File: src/rtl/oam_dma_controller.sv
// Sprite DMA: a write to DMA_REG_ADDR stalls the core and copies 256 bytes of a CPU page to OAMDATA.
// Define OAM_DMA_ALIGN_EN to insert an ALIGN cycle so every READ lands on an even bus cycle.
module oam_dma_controller #(
  parameter logic [15:0] DMA_REG_ADDR  = 16'h4014,
  parameter logic [15:0] OAM_DATA_ADDR = 16'h2004
) (
  input  logic        clk,
  input  logic        rst,
  input  logic        ph2_rising,
  input  logic        ph2_falling,
  input  logic [15:0] cpu_addr,
  input  logic        cpu_rnw,
  input  logic [7:0]  cpu_wdata,
  output logic        cpu_rdy,
  output logic [15:0] mem_addr,
  output logic        mem_rnw,
  output logic [7:0]  mem_wdata,
  input  logic [7:0]  mem_rdata,
  output logic        dma_active
);

  typedef enum logic [2:0] {S_IDLE, S_HALT, S_ALIGN, S_READ, S_WRITE} state_t;

  state_t      state;
  logic [7:0]  page;
  logic [7:0]  idx;
  logic [7:0]  byte_reg;
  logic [15:0] dma_addr;
  logic        dma_rnw;
  logic        trigger;
  logic        go_align;

  assign trigger = ph2_falling && !cpu_rnw && (cpu_addr == DMA_REG_ADDR);

`ifdef OAM_DMA_ALIGN_EN
  logic cyc_par;
  // HALT on an even cycle leaves the next one odd, so burn one more cycle.
  assign go_align = !cyc_par;

  always_ff @(posedge clk) begin
    if (rst)              cyc_par <= 1'b0;
    else if (ph2_falling) cyc_par <= ~cyc_par;
  end
`else
  assign go_align = 1'b0;
`endif

  always_ff @(posedge clk) begin
    if (rst) begin
      state      <= S_IDLE;
      page       <= 8'h00;
      idx        <= 8'h00;
      byte_reg   <= 8'h00;
      dma_addr   <= 16'h0000;
      dma_rnw    <= 1'b1;
      dma_active <= 1'b0;
      cpu_rdy    <= 1'b1;
    end else if (ph2_falling) begin
      case (state)
        S_IDLE: if (trigger) begin
          page       <= cpu_wdata;
          idx        <= 8'h00;
          dma_addr   <= {cpu_wdata, 8'h00};
          dma_rnw    <= 1'b1;
          dma_active <= 1'b1;
          cpu_rdy    <= 1'b0;
          state      <= S_HALT;
        end
        S_HALT: begin
          dma_addr <= {page, 8'h00};
          dma_rnw  <= 1'b1;
          state    <= go_align ? S_ALIGN : S_READ;
        end
        S_ALIGN: begin
          dma_addr <= {page, idx};
          dma_rnw  <= 1'b1;
          state    <= S_READ;
        end
        S_READ: begin
          byte_reg <= mem_rdata;
          dma_addr <= OAM_DATA_ADDR;
          dma_rnw  <= 1'b0;
          state    <= S_WRITE;
        end
        S_WRITE: begin
          if (idx == 8'hFF) begin
            dma_rnw    <= 1'b1;
            dma_active <= 1'b0;
            cpu_rdy    <= 1'b1;
            state      <= S_IDLE;
          end else begin
            idx      <= idx + 8'd1;
            dma_addr <= {page, idx + 8'd1};
            dma_rnw  <= 1'b1;
            state    <= S_READ;
          end
        end
        default: state <= S_IDLE;
      endcase
    end
  end

  // The DMA drive is registered; only the idle passthrough is combinational.
  assign mem_addr  = dma_active ? dma_addr : cpu_addr;
  assign mem_rnw   = dma_active ? dma_rnw  : cpu_rnw;
  assign mem_wdata = dma_active ? byte_reg : cpu_wdata;

  // Phase strobes must never coincide, or the address setup window collapses.
  a_ph2_disjoint: assert property (@(posedge clk) disable iff (rst) !(ph2_rising && ph2_falling));

endmodule

File: config.mk
export PLATFORM = sky130hd
export DESIGN_NAME = oam_dma_controller
export DESIGN_NICKNAME = d
export VERILOG_FILES = /design/src/rtl/oam_dma_controller.sv
export SDC_FILE = /design/constraint.sdc
export NUM_CORES = 1
export LEC_CHECK = 0
export CAP_MARGIN = 20
export CORE_MARGIN = 4
export CORE_UTILIZATION = 49
export DETAILED_ROUTE_END_ITERATION = 12
export GPL_TIMING_DRIVEN = 0
export PLACE_DENSITY = 0.89
export SYNTH_ARGS = -nofsm -noshare
export SYNTH_HDL_FRONTEND = slang
export SYNTH_SLANG_ARGS = --single-unit
File: constraint.sdc
create_clock -name clk -period 2.2 [get_ports clk]
set_clock_uncertainty 0.2 [all_clocks]
set_input_delay 0.55 -clock clk [delete_from_list [all_inputs] [get_ports clk]]
set_output_delay 0.55 -clock clk [all_outputs]
set_load 0.02 [all_outputs]
Word-level counts from Yosys, hierarchy flattened
Cells that the tools add are included.
- memories: 0
- output and inout bits: 27
- RAM bits: 0
- logic and storage cells: 53
- register bits: 46
- bits in latches: 0
- ROM bits: 0
- input bits: 37
- order comparisons: 0
- divide/modulo/power cells: 0
- shifts and indexed selects: 0
- multiplexer cells: 19
- equality and inequality tests: 9
- add/sub/neg operators: 1
- bitwise operators: 0
- multipliers: 0
- reductions and logical operators: 16
- operators by type and width (kind ; count):
    one-hot mux 16 bit (5 select lines) ; 1
    2-to-1 mux 16 bit ; 3
    2-to-1 mux 8 bit ; 3
    == test 16 x 15 -> 1 bit, second input constant ; 1
    one-hot mux 8 bit (2 select lines) ; 1
    one-hot mux 3 bit (4 select lines) ; 1
    AND reduction 4 bit ; 3
    adder 8 x 1 -> 8 bit, second input constant ; 1
    == test 8 bit, second input constant ; 1
    == test 3 x 2 -> 1 bit, second input constant ; 2
    inequality test 2 bit, second input constant ; 3
    AND reduction 3 bit ; 2
    2-to-1 mux 1 bit ; 5
    nonzero test 5 bit ; 1
    one-hot mux 1 bit (2 select lines) ; 2
    AND reduction 2 bit ; 2
    == test 3 x 1 -> 1 bit, second input constant ; 1
    == test 3 bit, second input constant ; 1
    logical NOT 3 bit ; 1
    2-to-1 mux 3 bit ; 1
    one-hot mux 1 bit (3 select lines) ; 1
    nonzero test 3 bit ; 1
    OR reduction 3 bit ; 1
    logical AND 1 bit ; 2
    other kinds (4) ; 4

Logic depth before layout (Yosys ltp)
- depth after elaboration: 5
- mapped depth: 7
- mapped depth without buffers: 6

Least setup slack after synthesis
No wires, ideal clock.
- kind: flip-flop to output port
- start point: register dma_active
- end point: output mem_addr[10]
- path buffers: 2
- slack: -60 ps
- arrival time: 1510 ps
- stages on the path, launching flop included: 4
- cells stage by stage: dfxtp_1 -> clkbuf_1 -> buf_1 -> mux2_2
- cells in the longest elaborated chain, start to end: 1
- RTL lines (item ; RTL line ; text):
    from (decl) ; 19 ; output logic dma_active
    from (signal assigned) ; 56 ; dma_active <= 1'b0;
    from (signal assigned) ; 65 ; dma_active <= 1'b1;
    from (signal assigned) ; 88 ; dma_active <= 1'b0;
    2-to-1 mux 16 bit ; 104 ; assign mem_addr = dma_active ? dma_addr : cpu_addr;
    to (decl) ; 15 ; output logic [15:0] mem_addr,
Every way passes these cells.

Final worst setup path
- start point: register dma_active
- end point: output mem_addr[7]
The elaborated chain is that of the path after synthesis.

==> metrics.md <==
| Metric | Value |
|---|---|
| Post-layout net count | 445 |
| RSZ-0062 raised after global routing | yes |
| Ys flop type | dfxtp_1 |
| Crit end category | primary output |
| Clk root buf | clkbuf_8 |
| Max stage delay on crit path | 0.39 ns |
| Grt total ovfl | 0 |
| Largest net degree at the start of global routing | 16 |
| Yosys cell types | 59 |
| Layout area overhead | 41.9% |
| Post-DR wirelength/cell | 19.0 microns |
| Core area | 5540 sq um |
| WS Path Type | flop to primary output |
| Total CTS buffers | 5 |
| GP Congestion | 0.945 |
| H-tree levels | 2 |
| Total power | 0.00246 W |
| Worst skew pair latency | 0.31 ns |
| Post-Place Worst Slack | -0.612 ns |
| Largest family of logic cells by synthesized area | compound AO/OA/AOI/OAI gates |
| Violated checks | negative setup slack |
| Die footprint | 7000 sq um |
| Die width | 83.7 microns |
| Final hold vios | 0 |
| Reg with most FFs | dma_addr |
| FF+latch area | 926 sq um |
| DRC | 0 |
| Area share of the largest cell type after synthesis | 0.328 |
| # IOs | 64 |
| Period utilisation layout | 1.01 |
| Asr flop ratio synth | 0 |
| Yosys top cell by area | dfxtp_1 |
| Area of the mapped netlist | 2810 sq um |
| Vias in the first global route | 2,793 |
| Arr. time, crit path | 1.48 ns |
| Routed vias | 2,966 |
| First-pass GRT wire length | 13,600 microns |
| Post-Synth Adder-Cell Area | 0.00446 |
| Die height | 83.7 microns |
| Setup TNS Final | -0.120 ns |
| DRT antenna net count | 0 |
| Clk sinks | 46 |
| Worst-path clk slew | 0.10 ns |
| Post-route minimum period | 2.23 ns |
| Power Dens Cells | 616 nW/um^2 |
| Tot GR Track Use | 0.235 |
| Max cap viols | 0 |
| Worst setup SP type | flop |
| First-pass detailed-route iteration total | 5 |
| CP max-delay cell | dfxtp_4 |
| Proportion of synthesized area in mux cells | 0.136 |
| Hold Crit Class | flop to flop |
| Layout Utilization | 0.719 |
| EDFF count, synth | 0 |
| Tightest Pin Transition | 0.558 ns |
| CTS tree | done |
| PnR worst setup slack | -0.0303 ns |
| Worst EP required | 1.45 ns |
| Leakage | 1.51 nW |
| Cells after Synth | 320 |
| Run status | finished with violations |
| Placed cells | 454 |
| Final non-filler cell total | 480 |
| Top cells by area, synth | dfxtp_1 33%, mux2_2 10%, a21oi_1 6.2% |
| WL final | 9120 microns |
| Simple-gate portion of the synthesized area | 0.212 |
| Post-synthesis xor/xnor area fraction | 0.0120 |
| Fin. max-slew vios | 0 |
| Ant. Diodes | 0 |
| Bufs on Longest Clock Path | 2 |
| Ys Warns | 0 |
| Post-DP HPWL | 5890 microns |
| Vias per cell | 6.18 |
| Mapped Nets | 358 |
| PortBufs | 62 |
| Fraction of layout cells with a size suffix above 1 | 0.328 |
| Synthesis-stage register bit count | 46 |
| Post-synthesis sequential area ratio | 0.328 |
| Fill cells | 415 |
| VDD IR max | 0.000352 V |
| Post-synthesis compound-gate area fraction | 0.261 |
| Multi-input gate area | 1910 sq um |
| Initial core utilization | 0.507 |
| Initial antenna violation count | 0 |
| Final setup viols | 8 |
| Rel. slew slack | 0.628 |
| Syn Area/Cell | 8.77 sq um |
| Max frequency | 448 MHz |
| Number of flip-flops in the largest register | 16 |
| Crit-path cells | clkbuf_16 > buf_8 > mux2_2 > buf_6 |
| Rows | 27 |
| CP Max Fanout | 5 |
| 1st-iter DRT viols | 238 |
final cells by class:
cell class              instances  share of cell area
inverters                       5             0.00471
multi-input cells             246               0.480
well taps                      72              0.0226
repair buffers                 81               0.197
flip-flops and latches         46               0.232
plain buffers                  22              0.0408
clock inverters                 3             0.00534
clock buffers                   5              0.0173
per-layer routing:
metal  vias to the layer above  routed length [microns]  GRT usage  part of all wire
li1                       1376                        -          -                 -
met1                      1385                     3680      0.286              0.40
met2                       169                     4540      0.407              0.50
met3                        36                      657     0.0454             0.072
met4                         0                      252     0.0892             0.028
met5                         -                        0          0                 0
synthesized netlist by cell type (2+ instances only):
master	instances
dfxtp_1	46
a21oi_1	35
nand2_1	34
mux2_2	25
nor2_1	19
a22oi_1	11
clkbuf_1	11
nor3_1	11
mux2i_1	10
o21ai_0	9
a221oi_1	8
a211oi_2	6
nand3_1	6
a311oi_2	5
inv_1	5
nand2b_1	5
a31oi_1	4
and2_1	4
buf_1	4
buf_2	4
o32ai_1	4
a211oi_1	3
and3_1	3
a31o_1	2
and2_2	2
buf_4	2
buf_6	2
nor2b_1	2
nor3b_1	2
nor4_1	2
nor4b_2	2
o21a_1	2
o22ai_1	2
or2_2	2
xnor2_1	2
where the power goes:
part           total (W)  switching [W]  internal (W)
registers       0.000957      0.0000599      0.000897
logic           0.000958       0.000568      0.000390
clock network   0.000540       0.000316      0.000224
critical path: cells and delay by family, from the launching register on:
kind	cells	cell delay, ns
flops	1	0.39
mux	1	0.35
buf+inv	3	0.43
worst paths after layout:
check	from	endpoint	slack [ns]	cells after the start
setup / recovery	dma_active	mem_addr[7]	-0.03	4
hold / removal	byte_reg[4]	byte_reg[4]	0.27	2
setup reg to reg	state[0]	dma_addr[8]	0.09	6
hold reg to reg	byte_reg[4]	byte_reg[4]	0.27	2
metrics by stage:
stage	hold WS, ns	area, sq um
after floorplan	0.233	2810
after global placement	0.239	3520
after detailed placement	0.250	3520
after CTS	0.264	3710
after global routing	0.284	3980
final	0.265	3980
cell usage in the layout (no fill, tap or decap), types with 5 or more instances in the layout:
cell and count:
dfxtp_1 44, a21oi_1 35, nand2_1 32, buf_6 26
mux2_4 17, nor2_1 17, dlygate4sd2_1 15, buf_4 14
clkdlybuf4s50_1 13, a22oi_1 11, nor3_1 11, mux2i_1 10
buf_2 9, o21ai_0 9, mux2_2 8, a221oi_1 8
clkbuf_1 7, clkbuf_2 6, a211oi_2 6, inv_1 5
nand2b_1 5, a311oi_2 5, clkbuf_8 5
cells by family (layout without fill, tap and decap cells):
| group | Yosys count | count (layout) |
|---|---|---|
| AOI/OAI and AO/OA | 99 | 99 |
| muxes | 35 | 35 |
| xor gates and xnor gates | 3 | 3 |
| and+or+nand+nor | 108 | 108 |
| adders and majority gates | 1 | 1 |
| buffers and inverters | 28 | 116 |
| DFF | 46 | 46 |
what timing repair did:
item | in CTS | in global routing
endpoints found under the hold margin | 0 | 0
resized for setup | 152 | 83
pin swaps | 10 | 9
setup buffers | 12 | 2
endpoints found under the setup margin | 69 | 59
hold buffers | 0 | 0
gates cloned | 3 | 2
Power figures use the tool's default switching activity.
